### src/rtl/qspi_slv_pkg.sv
// qspi_slv_pkg: shared types and constants for the QSPI target.
//   state_t          FSM encodings
//   cmd_t            decoded command byte {read, quad, addr}
//   CMD_*_BIT/MSB    command field positions
//   UNDERRUN_DAT_DEF default byte driven when the host has nothing to send
package qspi_slv_pkg;

    typedef enum logic [2:0] {
        IDLE,
        CMD,
        WDATA,
        DUMMY,
        RDATA
    } state_t;

    localparam int unsigned CMD_READ_BIT = 7;
    localparam int unsigned CMD_QUAD_BIT = 6;
    localparam int unsigned CMD_ADDR_MSB = 5;

    localparam logic [7:0] UNDERRUN_DAT_DEF = 8'hFF;

    typedef struct packed {
        logic                  read;
        logic                  quad;
        logic [CMD_ADDR_MSB:0] addr;
    } cmd_t;

    // Split a received command byte into its fields.
    function automatic cmd_t decode_cmd(input logic [7:0] b);
        cmd_t c;
        c.read = b[CMD_READ_BIT];
        c.quad = b[CMD_QUAD_BIT];
        c.addr = b[CMD_ADDR_MSB:0];
        return c;
    endfunction

endpackage

### src/rtl/qspi_slave_if.sv
// qspi_slave_if: QSPI pad bundle between a bus master and the qspi_slave target.
//   qspi_sck, qspi_csn          clock and active-low select from the master
//   qspi_dqN_i                  pad inputs seen by the target
//   qspi_dqN_o / qspi_dqN_en    pad outputs and output enables (1 = drive) from the target
interface qspi_slave_if;

    logic qspi_sck;
    logic qspi_csn;
    logic qspi_dq0_i, qspi_dq1_i, qspi_dq2_i, qspi_dq3_i;
    logic qspi_dq0_o, qspi_dq1_o, qspi_dq2_o, qspi_dq3_o;
    logic qspi_dq0_en, qspi_dq1_en, qspi_dq2_en, qspi_dq3_en;

    modport master (
        output qspi_sck, qspi_csn,
        output qspi_dq0_i, qspi_dq1_i, qspi_dq2_i, qspi_dq3_i,
        input  qspi_dq0_o, qspi_dq1_o, qspi_dq2_o, qspi_dq3_o,
        input  qspi_dq0_en, qspi_dq1_en, qspi_dq2_en, qspi_dq3_en
    );

    modport slave (
        input  qspi_sck, qspi_csn,
        input  qspi_dq0_i, qspi_dq1_i, qspi_dq2_i, qspi_dq3_i,
        output qspi_dq0_o, qspi_dq1_o, qspi_dq2_o, qspi_dq3_o,
        output qspi_dq0_en, qspi_dq1_en, qspi_dq2_en, qspi_dq3_en
    );

endinterface

### src/rtl/qspi_slv_sync.sv
// qspi_slv_sync: brings sck, csn and dq[3:0] into the clk domain and derives edge strobes.
// QSPI_SLV_SYNC_EN defined: two-flop synchronizer per line (asynchronous master).
// QSPI_SLV_SYNC_EN undefined: single capture register (master shares clk).
//   clk, rst_n                  system clock, async active-low reset
//   sck, csn, dq                raw pad inputs
//   dq_lvl                      captured dq, aligned with the sck strobes
//   sck_rise_c/sck_fall_c       one-clk sck edge strobes
//   csn_rise_c/csn_fall_c       one-clk csn edge strobes
module qspi_slv_sync (
    input  logic       clk,
    input  logic       rst_n,
    input  logic       sck,
    input  logic       csn,
    input  logic [3:0] dq,
    output logic [3:0] dq_lvl,
    output logic       sck_rise_c,
    output logic       sck_fall_c,
    output logic       csn_rise_c,
    output logic       csn_fall_c
);

    localparam int unsigned W = 6;
    // csn resets to its idle (high) level so reset release is not seen as a select.
    localparam logic [W-1:0] RST_VAL = W'(6'b00_0010);

    logic [W-1:0] pad;
    logic [W-1:0] cap_q;
    logic         sck_prev_q;
    logic         csn_prev_q;

    assign pad = {dq, csn, sck};

`ifdef QSPI_SLV_SYNC_EN
    logic [W-1:0] meta_q;

    // Two-flop synchronizer.
    always_ff @(posedge clk or negedge rst_n) begin
        if (!rst_n) begin
            meta_q <= RST_VAL;
            cap_q  <= RST_VAL;
        end else begin
            meta_q <= pad;
            cap_q  <= meta_q;
        end
    end
`else
    // Single capture stage.
    always_ff @(posedge clk or negedge rst_n) begin
        if (!rst_n) cap_q <= RST_VAL;
        else        cap_q <= pad;
    end
`endif

    // Previous captured levels for edge detection.
    always_ff @(posedge clk or negedge rst_n) begin
        if (!rst_n) begin
            sck_prev_q <= 1'b0;
            csn_prev_q <= 1'b1;
        end else begin
            sck_prev_q <= cap_q[0];
            csn_prev_q <= cap_q[1];
        end
    end

    assign sck_rise_c = cap_q[0] & ~sck_prev_q;
    assign sck_fall_c = ~cap_q[0] & sck_prev_q;
    assign csn_rise_c = cap_q[1] & ~csn_prev_q;
    assign csn_fall_c = ~cap_q[1] & csn_prev_q;
    assign dq_lvl     = cap_q[5:2];

endmodule

### src/rtl/qspi_slave.sv
// qspi_slave: SPI mode-0 QSPI target. Decodes a one-byte single-lane command, then
// receives write bytes (rx_*) or streams read bytes fetched from the host (tx_*).
// Pad capture depth is selected by QSPI_SLV_SYNC_EN (see qspi_slv_sync).
//   clk, rst_n             system clock (>= 8x sck), async active-low reset
//   bus                    QSPI pads (qspi_slave_if.slave)
//   cmd_vld/read/quad/addr command strobe and held fields
//   rx_vld, rx_dat         received write byte, one-cycle strobe, no back-pressure
//   tx_vld, tx_rdy, tx_dat read byte offered by host; tx_rdy pulses on consumption
//   busy                   select active
//   underrun               sticky, set when a read byte was needed but not offered
module qspi_slave
    import qspi_slv_pkg::*;
#(
    parameter int unsigned DUMMY_CYC    = 4,
    parameter logic [7:0]  UNDERRUN_DAT = UNDERRUN_DAT_DEF
) (
    input  logic                  clk,
    input  logic                  rst_n,
    qspi_slave_if.slave           bus,
    output logic                  cmd_vld,
    output logic                  cmd_read,
    output logic                  cmd_quad,
    output logic [CMD_ADDR_MSB:0] cmd_addr,
    output logic                  rx_vld,
    output logic [7:0]            rx_dat,
    input  logic                  tx_vld,
    output logic                  tx_rdy,
    input  logic [7:0]            tx_dat,
    output logic                  busy,
    output logic                  underrun
);

    logic [3:0] dq_lvl;
    logic       sck_rise_c, sck_fall_c, csn_rise_c, csn_fall_c;

    qspi_slv_sync u_sync (
        .clk        (clk),
        .rst_n      (rst_n),
        .sck        (bus.qspi_sck),
        .csn        (bus.qspi_csn),
        .dq         ({bus.qspi_dq3_i, bus.qspi_dq2_i, bus.qspi_dq1_i, bus.qspi_dq0_i}),
        .dq_lvl     (dq_lvl),
        .sck_rise_c (sck_rise_c),
        .sck_fall_c (sck_fall_c),
        .csn_rise_c (csn_rise_c),
        .csn_fall_c (csn_fall_c)
    );

    state_t     state_q, state_d;
    logic [2:0] bit_cnt_q, bit_cnt_d;
    logic [3:0] dum_cnt_q, dum_cnt_d;
    logic [7:0] rx_sh_q, rx_sh_d;
    logic [7:0] tx_sh_q, tx_sh_d;
    cmd_t       cmd_q, cmd_d;
    logic       cmd_vld_q, cmd_vld_d;
    logic       rx_vld_q, rx_vld_d;
    logic [7:0] rx_dat_q, rx_dat_d;
    logic       tx_rdy_q, tx_rdy_d;
    logic       busy_q, busy_d;
    logic       underrun_q, underrun_d;
    logic [3:0] dq_o_q, dq_o_d;
    logic [3:0] dq_en_q, dq_en_d;

    logic       wide_c;
    logic       byte_done_c;
    logic [2:0] bit_next_c;
    logic [7:0] rx_next_c;
    logic [7:0] tx_src_c;

    // State and datapath registers.
    always_ff @(posedge clk or negedge rst_n) begin
        if (!rst_n) begin
            state_q    <= IDLE;
            bit_cnt_q  <= '0;
            dum_cnt_q  <= '0;
            rx_sh_q    <= '0;
            tx_sh_q    <= '0;
            cmd_q      <= '0;
            cmd_vld_q  <= 1'b0;
            rx_vld_q   <= 1'b0;
            rx_dat_q   <= '0;
            tx_rdy_q   <= 1'b0;
            busy_q     <= 1'b0;
            underrun_q <= 1'b0;
            dq_o_q     <= '0;
            dq_en_q    <= '0;
        end else begin
            state_q    <= state_d;
            bit_cnt_q  <= bit_cnt_d;
            dum_cnt_q  <= dum_cnt_d;
            rx_sh_q    <= rx_sh_d;
            tx_sh_q    <= tx_sh_d;
            cmd_q      <= cmd_d;
            cmd_vld_q  <= cmd_vld_d;
            rx_vld_q   <= rx_vld_d;
            rx_dat_q   <= rx_dat_d;
            tx_rdy_q   <= tx_rdy_d;
            busy_q     <= busy_d;
            underrun_q <= underrun_d;
            dq_o_q     <= dq_o_d;
            dq_en_q    <= dq_en_d;
        end
    end

    // Next-state and datapath logic.
    always_comb begin
        state_d    = state_q;
        bit_cnt_d  = bit_cnt_q;
        dum_cnt_d  = dum_cnt_q;
        rx_sh_d    = rx_sh_q;
        tx_sh_d    = tx_sh_q;
        cmd_d      = cmd_q;
        cmd_vld_d  = 1'b0;
        rx_vld_d   = 1'b0;
        rx_dat_d   = rx_dat_q;
        tx_rdy_d   = 1'b0;
        busy_d     = busy_q;
        underrun_d = underrun_q;
        dq_o_d     = dq_o_q;
        dq_en_d    = dq_en_q;

        // The command phase is always single lane; cmd_q still holds the previous command then.
        wide_c      = cmd_q.quad && (state_q != CMD);
        rx_next_c   = wide_c ? {rx_sh_q[3:0], dq_lvl} : {rx_sh_q[6:0], dq_lvl[0]};
        byte_done_c = wide_c ? bit_cnt_q[0] : (bit_cnt_q == 3'd7);
        bit_next_c  = wide_c ? {2'b00, ~bit_cnt_q[0]} : bit_cnt_q + 3'd1;
        tx_src_c    = tx_vld ? tx_dat : UNDERRUN_DAT;

        if (csn_rise_c) begin
            // Deselect aborts from any state; partial bytes are dropped.
            state_d = IDLE;
            busy_d  = 1'b0;
            dq_en_d = '0;
            dq_o_d  = '0;
        end else begin
            case (state_q)
                IDLE: begin
                    if (csn_fall_c) begin
                        state_d   = CMD;
                        busy_d    = 1'b1;
                        bit_cnt_d = '0;
                    end
                end
                CMD: begin
                    if (sck_rise_c) begin
                        rx_sh_d   = rx_next_c;
                        bit_cnt_d = bit_next_c;
                        if (byte_done_c) begin
                            cmd_d      = decode_cmd(rx_next_c);
                            cmd_vld_d  = 1'b1;
                            underrun_d = 1'b0;
                            dum_cnt_d  = '0;
                            if (!cmd_d.read) begin
                                state_d = WDATA;
                            end else if (cmd_d.quad && (DUMMY_CYC != 0)) begin
                                state_d = DUMMY;
                            end else begin
                                state_d = RDATA;
                                dq_en_d = cmd_d.quad ? 4'b1111 : 4'b0010;
                            end
                        end
                    end
                end
                WDATA: begin
                    if (sck_rise_c) begin
                        rx_sh_d   = rx_next_c;
                        bit_cnt_d = bit_next_c;
                        if (byte_done_c) begin
                            rx_dat_d = rx_next_c;
                            rx_vld_d = 1'b1;
                        end
                    end
                end
                DUMMY: begin
                    if (sck_rise_c) begin
                        if (dum_cnt_q == 4'(DUMMY_CYC - 1)) begin
                            state_d = RDATA;
                            dq_en_d = 4'b1111;
                        end else begin
                            dum_cnt_d = dum_cnt_q + 4'd1;
                        end
                    end
                end
                RDATA: begin
                    // The first fall in RDATA and every fall after a completed byte load a new byte.
                    if (sck_fall_c) begin
                        bit_cnt_d = bit_next_c;
                        if (bit_cnt_q == 3'd0) begin
                            tx_rdy_d   = tx_vld;
                            underrun_d = underrun_q | ~tx_vld;
                            dq_o_d     = wide_c ? tx_src_c[7:4] : {2'b00, tx_src_c[7], 1'b0};
                            tx_sh_d    = wide_c ? {tx_src_c[3:0], 4'b0000} : {tx_src_c[6:0], 1'b0};
                        end else begin
                            dq_o_d  = wide_c ? tx_sh_q[7:4] : {2'b00, tx_sh_q[7], 1'b0};
                            tx_sh_d = wide_c ? (tx_sh_q << 4) : (tx_sh_q << 1);
                        end
                    end
                end
                default: state_d = IDLE;
            endcase
        end
    end

    assign cmd_vld  = cmd_vld_q;
    assign cmd_read = cmd_q.read;
    assign cmd_quad = cmd_q.quad;
    assign cmd_addr = cmd_q.addr;
    assign rx_vld   = rx_vld_q;
    assign rx_dat   = rx_dat_q;
    assign tx_rdy   = tx_rdy_q;
    assign busy     = busy_q;
    assign underrun = underrun_q;

    assign bus.qspi_dq0_o  = dq_o_q[0];
    assign bus.qspi_dq1_o  = dq_o_q[1];
    assign bus.qspi_dq2_o  = dq_o_q[2];
    assign bus.qspi_dq3_o  = dq_o_q[3];
    assign bus.qspi_dq0_en = dq_en_q[0];
    assign bus.qspi_dq1_en = dq_en_q[1];
    assign bus.qspi_dq2_en = dq_en_q[2];
    assign bus.qspi_dq3_en = dq_en_q[3];

endmodule

### src/flat_wrapper.sv
// flat-port wrapper written by rule: the top's interface ports become plain ports
module qspi_slave_flat import qspi_slv_pkg::*;
#(
    parameter int unsigned DUMMY_CYC    = 4,
    parameter logic [7:0]  UNDERRUN_DAT = UNDERRUN_DAT_DEF
)
  (clk, rst_n, cmd_vld, cmd_read, cmd_quad, cmd_addr, rx_vld, rx_dat, tx_vld, tx_rdy, tx_dat, busy, underrun, bus_qspi_sck, bus_qspi_csn, bus_qspi_dq0_i, bus_qspi_dq1_i, bus_qspi_dq2_i, bus_qspi_dq3_i, bus_qspi_dq0_o, bus_qspi_dq1_o, bus_qspi_dq2_o, bus_qspi_dq3_o, bus_qspi_dq0_en, bus_qspi_dq1_en, bus_qspi_dq2_en, bus_qspi_dq3_en);
  qspi_slave_if bus_i ();
  input  logic clk;
  input  logic rst_n;
  output logic cmd_vld;
  output logic cmd_read;
  output logic cmd_quad;
  output logic [CMD_ADDR_MSB:0] cmd_addr;
  output logic rx_vld;
  output logic [7:0] rx_dat;
  input  logic tx_vld;
  output logic tx_rdy;
  input  logic [7:0] tx_dat;
  output logic busy;
  output logic underrun;
  input wire logic [$bits(bus_i.qspi_sck)-1:0] bus_qspi_sck;
  input wire logic [$bits(bus_i.qspi_csn)-1:0] bus_qspi_csn;
  input wire logic [$bits(bus_i.qspi_dq0_i)-1:0] bus_qspi_dq0_i;
  input wire logic [$bits(bus_i.qspi_dq1_i)-1:0] bus_qspi_dq1_i;
  input wire logic [$bits(bus_i.qspi_dq2_i)-1:0] bus_qspi_dq2_i;
  input wire logic [$bits(bus_i.qspi_dq3_i)-1:0] bus_qspi_dq3_i;
  output wire logic [$bits(bus_i.qspi_dq0_o)-1:0] bus_qspi_dq0_o;
  output wire logic [$bits(bus_i.qspi_dq1_o)-1:0] bus_qspi_dq1_o;
  output wire logic [$bits(bus_i.qspi_dq2_o)-1:0] bus_qspi_dq2_o;
  output wire logic [$bits(bus_i.qspi_dq3_o)-1:0] bus_qspi_dq3_o;
  output wire logic [$bits(bus_i.qspi_dq0_en)-1:0] bus_qspi_dq0_en;
  output wire logic [$bits(bus_i.qspi_dq1_en)-1:0] bus_qspi_dq1_en;
  output wire logic [$bits(bus_i.qspi_dq2_en)-1:0] bus_qspi_dq2_en;
  output wire logic [$bits(bus_i.qspi_dq3_en)-1:0] bus_qspi_dq3_en;
  assign bus_i.qspi_sck = bus_qspi_sck;
  assign bus_i.qspi_csn = bus_qspi_csn;
  assign bus_i.qspi_dq0_i = bus_qspi_dq0_i;
  assign bus_i.qspi_dq1_i = bus_qspi_dq1_i;
  assign bus_i.qspi_dq2_i = bus_qspi_dq2_i;
  assign bus_i.qspi_dq3_i = bus_qspi_dq3_i;
  assign bus_qspi_dq0_o = bus_i.qspi_dq0_o;
  assign bus_qspi_dq1_o = bus_i.qspi_dq1_o;
  assign bus_qspi_dq2_o = bus_i.qspi_dq2_o;
  assign bus_qspi_dq3_o = bus_i.qspi_dq3_o;
  assign bus_qspi_dq0_en = bus_i.qspi_dq0_en;
  assign bus_qspi_dq1_en = bus_i.qspi_dq1_en;
  assign bus_qspi_dq2_en = bus_i.qspi_dq2_en;
  assign bus_qspi_dq3_en = bus_i.qspi_dq3_en;
  qspi_slave #(.DUMMY_CYC(DUMMY_CYC), .UNDERRUN_DAT(UNDERRUN_DAT)) u_core (.clk(clk), .rst_n(rst_n), .bus(bus_i), .cmd_vld(cmd_vld), .cmd_read(cmd_read), .cmd_quad(cmd_quad), .cmd_addr(cmd_addr), .rx_vld(rx_vld), .rx_dat(rx_dat), .tx_vld(tx_vld), .tx_rdy(tx_rdy), .tx_dat(tx_dat), .busy(busy), .underrun(underrun));
endmodule
### config.mk
export PLATFORM = sky130hd
export DESIGN_NAME = qspi_slave_flat
export DESIGN_NICKNAME = d
export VERILOG_FILES = /design/src/rtl/qspi_slv_pkg.sv /design/src/rtl/qspi_slave_if.sv /design/src/rtl/qspi_slv_sync.sv /design/src/rtl/qspi_slave.sv /design/src/flat_wrapper.sv
export SDC_FILE = /design/constraint.sdc
export NUM_CORES = 1
export LEC_CHECK = 0
export BUFFER_PORTS_ARGS = -buffer_cell sky130_fd_sc_hd__buf_4
export CAP_MARGIN = 15
export CORE_MARGIN = 2
export CORE_UTILIZATION = 35
export CTS_BUF_LIST = sky130_fd_sc_hd__clkbuf_2 sky130_fd_sc_hd__clkbuf_4 sky130_fd_sc_hd__clkbuf_8
export DETAILED_ROUTE_END_ITERATION = 6
export GPL_TIMING_DRIVEN = 0
export PLACE_DENSITY = 0.64
export SYNTH_ARGS = -nofsm -noshare
export SYNTH_HDL_FRONTEND = slang
export SYNTH_SLANG_ARGS = --single-unit
### constraint.sdc
create_clock -name clk -period 2.05 [get_ports clk]
set_clock_uncertainty 0.1 [all_clocks]
set_input_delay 0.205 -clock clk [delete_from_list [all_inputs] [get_ports clk]]
set_output_delay 0.205 -clock clk [all_outputs]
set_load 0.03 [all_outputs]
## After elaboration in Yosys (flattened, before gate mapping)

Index checks and enable logic that the tools add are counted.

- Bitwise operators: 12
- Add/sub/neg operators: 2
- Eq/ne operators: 23
- Muxes and demuxes: 57
- Reduce and logical (&&, ||, !) cells: 24

Operators with widths:

| operator | number |
|---|---|
| 2-to-1 mux 4 bit | 17 |
| 2-to-1 mux 8 bit | 5 |
| 2-to-1 mux 3 bit | 12 |
| inequality test 3 x 1 -> 1 bit (second input constant) | 7 |
| 2-to-1 mux 1 bit | 18 |
| AND reduction 6 bit | 3 |
| inequality test 2 x 1 -> 1 bit (second input constant) | 8 |
| one-hot mux 4 bit (2 select lines) | 2 |
| one-hot mux 3 bit (4 select lines) | 1 |
| nonzero test 2 bit | 6 |
| one-hot mux 3 bit (3 select lines) | 1 |
| AND reduction 4 bit | 2 |
| NOT 1 bit | 7 |
| AND reduction 7 bit | 1 |
| equality test 3 x 2 -> 1 bit (second input constant) | 2 |
| equality test 3 bit (second input constant) | 2 |
| logical NOT 3 bit | 2 |
| AND reduction 3 bit | 2 |
| nonzero test 3 bit | 2 |
| AND reduction 5 bit | 1 |
| adder 4 x 1 -> 4 bit (second input constant) | 1 |
| AND 1 bit | 4 |
| equality test 4 x 2 -> 1 bit (second input constant) | 1 |
| AND reduction 2 bit | 2 |
| 8 further kinds | 9 |

- Flip-flop bits (word level): 62
- Input bits: 17
- Output and inout port bits: 29
- Logic and storage cells: 137

## Longest topological paths before layout

Gate-level depths: netlist of the first run.

- Depth after elaboration: 9
- Mapped depth: 7
- Gate-level depth less buffers: 6

## Hierarchy

A second synthesis of the first run with hierarchy kept.

- Cell total of the unflattened synthesis: 258
- Area, all modules: 2949.1 um^2

Modules (own cells, without submodules):

| module | sequential area each (um^2) | cells each | instances | area each (um^2) |
|---|---|---|---|---|
| qspi_slave | 1276.2 | 242 | 1 | 2681.3 |
| qspi_slv_sync | 202.7 | 16 | 1 | 267.8 |

## Worst setup path before layout of the first run

No wires, ideal clock.

- Path type: register to register
- Start: reg u_core.u_sync.csn_prev_q
- End: reg u_core.cmd_q (netlist bit u_core.cmd_addr[0])
- Library setup time: 0.125 ns
- Data required time: 1.825 ns
- Setup slack: -0.145 ns
- Arrival time: 1.971 ns
- Stages on the path, launching flop included: 7
- Period minus slack after synthesis: 2.195 ns
- Buffers on the path: 2
- Path through: dfstp_2 -> inv_1 -> ha_1 -> clkbuf_1 -> nor4_2 -> buf_2 -> mux2_2

- Longest elaborated chain between the ends: 4

RTL lines:

| element | line | RTL |
|---|---|---|
| from (decl) | qspi_slv_sync.sv:29 | `logic csn_prev_q;` |
| from (signal assigned) | qspi_slv_sync.sv:61 | `csn_prev_q <= cap_q[1];` |
| NOT 1 bit | qspi_slv_sync.sv:67 | `assign csn_rise_c = cap_q[1] & ~csn_prev_q;` |
| AND 1 bit | qspi_slv_sync.sv:67 |  |
| NOT 1 bit (no source line) | n/a |  |
| AND reduction 4 bit (no source line) | n/a |  |
| to (signal assigned) | qspi_slave.sv:93 | `cmd_q <= cmd_d;` |
| to (decl) | qspi_slave.sv:54 | `cmd_t cmd_q, cmd_d;` |

No other way between the ends.
A chain may end at the register's enable or synchronous reset.

## Worst setup path in the final report of the first run

- Start: reg u_core.u_sync.csn_prev_q
- End: reg u_core.dum_cnt_q[2]

- Longest elaborated chain between the ends: 4

RTL lines:

| element | line | RTL |
|---|---|---|
| NOT 1 bit | qspi_slv_sync.sv:67 |  |
| AND 1 bit | qspi_slv_sync.sv:67 |  |
| NOT 1 bit (no source line) | n/a |  |
| AND reduction 6 bit (no source line) | n/a |  |
| to (signal assigned) | qspi_slave.sv:90 | `dum_cnt_q <= dum_cnt_d;` |
| to (decl) | qspi_slave.sv:51 | `logic [3:0] dum_cnt_q, dum_cnt_d;` |

No other way between the ends.

==> metrics.md, run 1 <==
| Metric | Value |
|---|---|
| Status | `finished clean` |
| Max FO, Critical Path | `7` |
| Number of buffers and inverters on the critical path | `2` |
| Core Region | `between 8000 and 9000 sq um` |
| IO Pins | `46` |
| R2R depth | `7` |
| CP Capture Type | `flop` |
| Vias in the first global route | `about 2200` |
| DRC | `0` |
| Crit path cell chain | `inv_2 -> ha_4 -> buf_8 -> nor3b_4 -> o2111ai_4 -> or3_1 -> a21oi_1` |
| Final setup margin | `roughly 0.017 ns` |
| Mapped Area | `2940 sq um` |
| Clk_lat worst skew | `between 0.3 and 0.4 ns` |
| Largest net degree at the start of global routing | `60` |
| Syn_area_per_cell | `around 12 sq um` |
| Worst hold start | `tx_vld` |
| Worst Setup Start Kind | `flop` |
| Vias | `roughly 2300` |
| Total track usage | `between 15 and 20%` |
| Main combinational cell family by area after synthesis | `multiplexers` |
| Die W | `95.7 microns` |
| DR WL/cell | `approximately 15 microns` |
| Max Clk Rate | `approximately 490 MHz` |
| Synth async-reset ratio | `100%` |
| Synth Area in Compound Gates | `between 10% and 20%` |
| Peak VDD IR | `~0.5 mV` |
| Multiplexer area fraction after synthesis | `around 14%` |
| EDFF count, synth | `0` |
| Number of CTS-inserted buffers | `9` |
| RSZ-0062 raised after global routing | `true` |
| Commonest cells after routing, fill and taps aside | `buf_4 (64), dfrtp_1 (56), mux2_2 (22)` |
| Routed WL | `between 6000 and 7000 microns` |
| Layout area overhead | `33.6%` |
| Most common cell after layout, fill and taps aside | `buf_4` |
| Tightest Hold Check Type | `in2reg` |
| Finish-stage setup viols | `0` |
| Placed Cells | `about 400` |
| Post-synth cell types | `53` |
| Worst path max stage delay | `0.53 ns` |
| Slew margin rel. | `between 50% and 60%` |
| Least-Margin Pin Slew | `0.745 ns` |
| Post-placement setup slack | `-0.238 ns` |
| Clock buffer depth | `2` |
| Post-Synth Adder-Cell Area | `2.55%` |
| Prevailing post-synth register cell | `dfrtp_1` |
| Seq/Total Area, Yosys | `approximately half` |
| First-pass GRT wire length | `10600 microns` |
| Reg2reg start | `u_core.u_sync.csn_prev_q` |
| CP max-delay cell | `dfstp_2` |
| Layout Cells excl Fill | `between 400 and 500` |
| # rows | `33` |
| 1st-iter DRT viols | `~120` |
| Critical R2R Capture | `u_core.dum_cnt_q[2]` |
| Initial antenna violation count | `0` |
| Worst path arrival time | `~2.2 ns` |
| Fraction of layout cells with a size suffix above 1 | `between 40% and 50%` |
| Hold slack | `just over 0.05 ns` |
| Pwr/cell area | `around 750 nW/um^2` |
| Drt pass-1 iters | `5` |
| Fin area | `3930 sq um` |
| Fin crit share | `between 90% and 100%` |
| Synth Warn # | `0` |
| H-tree depth | `3` |
| Synth Area in XOR/XNOR | `less than 1%` |
| Antenna diodes | `0` |
| Worst Hold Path EP | `u_core.tx_rdy` |
| Die ar. | `approximately 9000 sq um` |
| Setup TNS | `0 ns` |
| Max-cap violations | `0` |
| Detail Placement HPWL | `~4300 microns` |
| CTS sink count | `59` |
| Layout net count | `roughly 350` |
| R2R Setup Slk | `0.02 ns` |
| Remaining Overflow, GRT | `0` |
| Crit path time final | `about 2.0 ns` |
| Mapped Nets | `around 270` |
| ANT nets after route | `0` |
| Setup CP Type | `reg2reg` |
| Worst-path clk slew | `0.07 ns` |
| Req. time, crit path | `2.22 ns` |
| Buffers added on ports | `45` |
| RePlAce Congestion | `0.856` |
| Initial Utilization | `~36%` |
| Leakage power | `between 1.5 and 2 nW` |
| Hold Path Cell Cnt | `2` |
| Via/cell ratio | `a little over 5` |
| Post-synthesis cell count | `approximately 250` |
| Cell Area, Placed | `3430 sq um` |
| Die H | `roughly 96 microns` |
| Final hold viol count | `0` |
| Max-slew violation count | `0` |
| CTS tree | `built` |
| Cell family with most CP delay | `simple AND/OR/NAND/NOR gates` |
| Synth Area in Simple Gates | `between 10 and 15%` |
| Clock root cell | `clkbuf_8` |
| FF+latch count, synth | `a little under 60` |
-- registers in the layout, indices dropped and copies added (netlist names), 2 cells and up --
signal               flops
u_core.state_q           3
u_core.dq_en_q           2
u_core.bit_cnt_q         3
u_core.tx_sh_q           7
u_core.dum_cnt_q         4
u_core.cmd_addr          6
u_core.rx_sh_q           7
u_core.dq_o_q            4
u_core.u_sync.cap_q      6
u_core.rx_dat            8
-- layer usage --
layer	GRT usage [%]	share of wire, %	vias up
met3	4.19	4.6	8
met5	0	0	-
li1	-	-	1066
met2	22.8	47	60
met4	7.74	1.8	0
met1	20.3	46	1122
-- synth_stat cells (all sizes together), types with 4 or more instances --
library cell  number  area, sq um
a21oi             12         71.3
a31oi              6         52.6
buf               10         78.8
clkbuf             4         15.0
dfrtp             57         1430
ha                 6         75.1
inv               12         45.0
mux2              31          379
mux2i              4         40.0
nand2             12         45.0
nand2b             5         31.3
nand3              4         20.0
nor2              14         52.6
nor2b              5         31.3
o21ai             13         65.1
o22ai              4         25.0
or4bb              6         67.6
-- stage by stage --
stage	power [mW]	util, %
after global routing	3.12	48.1
after global placement	1.95	41.9
after detailed placement	1.97	41.9
after CTS	2.95	46.1
after floorplan	1.79	-
final	2.97	48.1
-- power by group --
group | internal [mW] | switching (mW) | total (mW) | leakage (nW)
Sequential | 1.25 | 0.0832 | 1.34 | 0.751
Clock | 0.478 | 0.470 | 0.948 | 0.0963
Combinational | 0.346 | 0.336 | 0.682 | 0.995
Total | 2.08 | 0.889 | 2.97 | 1.84
-- how the worst max path moves through the flow --
stage	startpoint	endpoint	slack, ns	cells past startpoint
after CTS	u_core.u_sync.csn_prev_q	u_core.rx_dat[0]	0.006	8
final	u_core.u_sync.csn_prev_q	u_core.dum_cnt_q[2]	0.02	7
after global placement	u_core.u_sync.csn_prev_q	u_core.cmd_addr[0]	-0.23	6
after global routing	u_core.u_sync.csn_prev_q	u_core.dum_cnt_q[2]	-0.07	7
after detailed placement	u_core.u_sync.csn_prev_q	u_core.cmd_addr[5]	-0.24	6
after floorplan	u_core.u_sync.csn_prev_q	u_core.cmd_addr[0]	0.02	6
-- final cells by class --
class | instances | area (sq um)
fill | 744 | 4240
sequential | 59 | 1480
multi-input combinational | 164 | 1420
timing repair buffer | 70 | 571
clock buffer | 11 | 145
tap | 105 | 131
buffer | 13 | 111
inverter | 12 | 45.0
clock inverter | 5 | 28.8
-- timing repair --
action | CTS | global route
hold endpoints to repair | 63 | 0
hold buffers | 7 | 0
pin swaps | 4 | 9
setup endpoints to repair | 23 | 29
cloned | 0 | 2
resized for setup | 9 | 17
setup buffers | 7 | 9
-- cell families (layout without fill, tap and decap cells) --
| family | Yosys count | count (layout) |
|---|---|---|
| AND/OR/NAND/NOR | 65 | 65 |
| flip-flops | 59 | 59 |
| AO/OA/AOI/OAI | 56 | 56 |
| multiplexers | 35 | 35 |
| buffers and inverters | 26 | 111 |
| adder cells (fa/ha/maj) | 6 | 6 |
| XOR/XNOR | 2 | 2 |
Note: power is estimated with default switching activity, not from simulation.
==> run 2, diff against run 1 <==
--- a/config.mk
+++ b/config.mk
@@ -13,6 +13,7 @@
 export DETAILED_ROUTE_END_ITERATION = 6
 export GPL_TIMING_DRIVEN = 0
 export PLACE_DENSITY = 0.64
+export SETUP_SLACK_MARGIN = 0.2
 export SYNTH_ARGS = -nofsm -noshare
 export SYNTH_HDL_FRONTEND = slang
 export SYNTH_SLANG_ARGS = --single-unit
==> run 2 against run 1 <==
  * Clock-buffer cell count unchanged
  * Sequential share of layout area down 4.1 points
  * Cell count is 3.4% higher
  * Largest cell class is now multi-input combinational cells
  * Critical path type unchanged
  * Wire length rose by 10%
  * Design area is 12% higher
  * Critical path depth up 1
  * Combinational power rose by 21%
  * Sequential cell count is the same
  * Non-clock buffer count rose by 15
  * Register-to-register slack barely moved
  * Maximum frequency decreased by 0.32%
==> metrics.md, run 2 (same netlist as run 1, synthesis figures left out) <==
| Metric | Value |
|---|---|
| Status | `finished clean` |
| IO Pins | `46 (unchanged)` |
| DR WL/cell | `16.2 microns (+6.4%)` |
| Register Area | `1480 sq um (unchanged)` |
| Worst Setup Start Kind | `flop` |
| Setup CP Type | `reg2reg` |
| Clock root cell | `clkbuf_8` |
| Clock buffer depth | `2 (unchanged)` |
| CP max-delay cell | `dfstp_2` |
| Fillers | `702 (-5.6%)` |
| Total track usage | `16.4% (+1.1 points)` |
| First-pass GRT wire length | `11300 microns (+6.7%)` |
| Max FO, Critical Path | `9 (+2)` |
| Max-slew violation count | `0 (unchanged)` |
| Worst path depth | `8 (+1)` |
| Largest net degree at the start of global routing | `60 (unchanged)` |
| Finish-stage setup viols | `0 (unchanged)` |
| Core Region | `8180 sq um (unchanged)` |
| Least-Margin Pin Slew | `0.741 ns (-0.00452 ns)` |
| Die ar. | `9150 sq um (unchanged)` |
| Met3 wire len | `266 microns (-14%)` |
| Layout net count | `367 (+4.3%)` |
| Total power | `3.39 mW (+14%)` |
| Worst path arrival time | `2.17 ns (-0.03 ns)` |
| CTS sink count | `59 (unchanged)` |
| Most common cell after layout, fill and taps aside | `buf_4` |
| DRC | `0 (unchanged)` |
| Pwr/cell area | `768 nW/um^2 (+1.8%)` |
| Req. time, crit path | `2.18 ns (-0.04 ns)` |
| Vias in the first global route | `2295 (+5.8%)` |
| ANT nets after route | `0 (unchanged)` |
| 1st-iter DRT viols | `90 (-26%)` |
| Max reg flops | `8 (unchanged)` |
| Via/cell ratio | `5.06 (-1.6%)` |
| Initial antenna violation count | `0 (unchanged)` |
| Detail Placement HPWL | `4320 microns (-0.24%)` |
| CTS tree | `built` |
| # rows | `33 (unchanged)` |
| Final hold viol count | `0 (unchanged)` |
| Worst-path clk slew | `0.07 ns (about the same)` |
| Antenna diodes | `0 (unchanged)` |
| CP Capture Type | `flop` |
| Metal-1 WL | `3210 microns (+3.1%)` |
| Fin area | `4420 sq um (+12%)` |
| Fin crit share | `99.5% (+0.32 points)` |
| RSZ-0062 raised after global routing | `true` |
| Clk_lat worst skew | `0.34 ns (about the same)` |
| Initial Utilization | `36.0% (unchanged)` |
| Vias | `2295 (+1.7%)` |
| Number of CTS-inserted buffers | `9 (unchanged)` |
| Commonest cells after routing, fill and taps aside | `buf_4 (66), dfrtp_1 (56), mux2_4 (21)` |
| Multi-input gate area | `1620 sq um (+14%)` |
| Slew margin rel. | `50.6% (+0.30 points)` |
| Top Layer Used | `met4` |
| Crit path cell chain | `inv_2 -> ha_4 -> clkbuf_16 -> nor2_4 -> nand4b_1 -> a21oi_4 -> buf_12 -> mux2_2` |
| Worst path max stage delay | `0.55 ns (+0.02 ns)` |
| Leakage power | `2.02 nW (+9.7%)` |
| Die H | `95.7 microns (unchanged)` |
| Routed WL | `7370 microns (+10%)` |
| Layout area overhead | `50.1%` |
| Met2 WL post-DR | `3740 microns (+18%)` |
| H-tree depth | `3 (unchanged)` |
| Cell family with most CP delay | `flip-flops` |
| Drt pass-1 iters | `4 (-1)` |
| Tightest Hold Check Type | `in2reg` |
| Peak VDD IR | `0.590 mV (+15%)` |
| RePlAce Congestion | `0.829 (-3.2%)` |
| Die W | `95.7 microns (unchanged)` |
| Cell Area, Placed | `3490 sq um (+1.9%)` |
| Max-cap violations | `0 (unchanged)` |
| Crit path time final | `2.04 ns (+0.00654 ns)` |
| Remaining Overflow, GRT | `0 (unchanged)` |
| Fraction of layout cells with a size suffix above 1 | `51.6% (+9.1 points)` |
| Max Clk Rate | `490 MHz (-0.32%)` |
| Hold Path Cell Cnt | `3 (+1)` |
| Number of buffers and inverters on the critical path | `3 (+1)` |
| Buffers added on ports | `45 (unchanged)` |
| R2R depth | `8 (+1)` |
## run 2: changes by cell type in the layout (fill, tap and decap cells not counted), moves of 4 or more
| cell | change |
|---|---|
| o21ai_0 | -5 |
| a31oi_1 | -4 |
| mux2_2 | -12 |
| buf_6 | +8 |
| a31oi_4 | +4 |
| mux2_4 | +12 |
## run 2: per-stage QoR
step | util, % | hold WS, ns | setup TNS [ns] | setup WS [ns] | cells
CTS | 50.8 | 0.0416 | 0 | 0.0125 | 445
global placement | 42.7 | 0.214 | -1.47 | -0.181 | 399
finish | 54.0 | 0.0581 | 0 | 0.0105 | 454
floorplan | - | -0.191 | 0 | 0.106 | 249
global route | 54.0 | 0.0755 | -0.294 | -0.0425 | 454
detailed placement | 42.7 | 0.215 | -1.94 | -0.229 | 399
## run 2: per-layer routing
metal	up-vias	GRT usage [%]
li1	1097	-
met1	1132	20.8
met2	49	27.2
met3	17	4.11
met4	0	5.71
met5	-	0
## run 2: layout make-up
type / instances / share of cell area, %
Clock buffer: 11 / 3.43
Buffer: 14 / 3.68
Inverter: 12 / 1.02
Multi-Input combinational cell: 164 / 36.6
Tap cell: 105 / 2.98
Sequential cell: 59 / 33.5
Clock inverter: 5 / 1.70
Timing Repair Buffer: 84 / 17.0
## run 2: worst min-delay path, delay by kind of cell
family                 cells  cell delay [ns]
AOI/OAI and AO/OA          2             0.16
buffers and inverters      1             0.09
## run 2: final timing paths
path                            slack, ns                        to                startpoint
worst min register to register       0.30  u_core.u_sync.csn_prev_q    u_core.u_sync.cap_q[1]
worst max register to register       0.01          u_core.rx_dat[3]  u_core.u_sync.csn_prev_q
worst max-delay path                 0.01          u_core.rx_dat[3]  u_core.u_sync.csn_prev_q
max in group asynchronous            0.96       u_core.bit_cnt_q[2]                     rst_n
min in group asynchronous            0.38       u_core.bit_cnt_q[0]                     rst_n
worst min-delay path                 0.06         u_core.tx_sh_q[1]                 tx_dat[0]
## run 2: repair_timing
action / 4_1_cts / 5_1_grt
resized for setup: 33 / 46
endpoints found under the setup margin: 44 / 48
endpoints found under the hold margin: 63 / 0
pin swaps: 10 / 17
hold buffers: 7 / 0
buffers inserted: 22 / 8
cloned: 1 / 1
## run 2: where the power goes
part	leakage, nW	total [mW]	internal [mW]	switching, mW
Clock	0.119	1.21	0.744	0.470
Combinational	1.15	0.827	0.436	0.391
Sequential	0.751	1.35	1.25	0.0961
Total	2.02	3.39	2.43	0.957
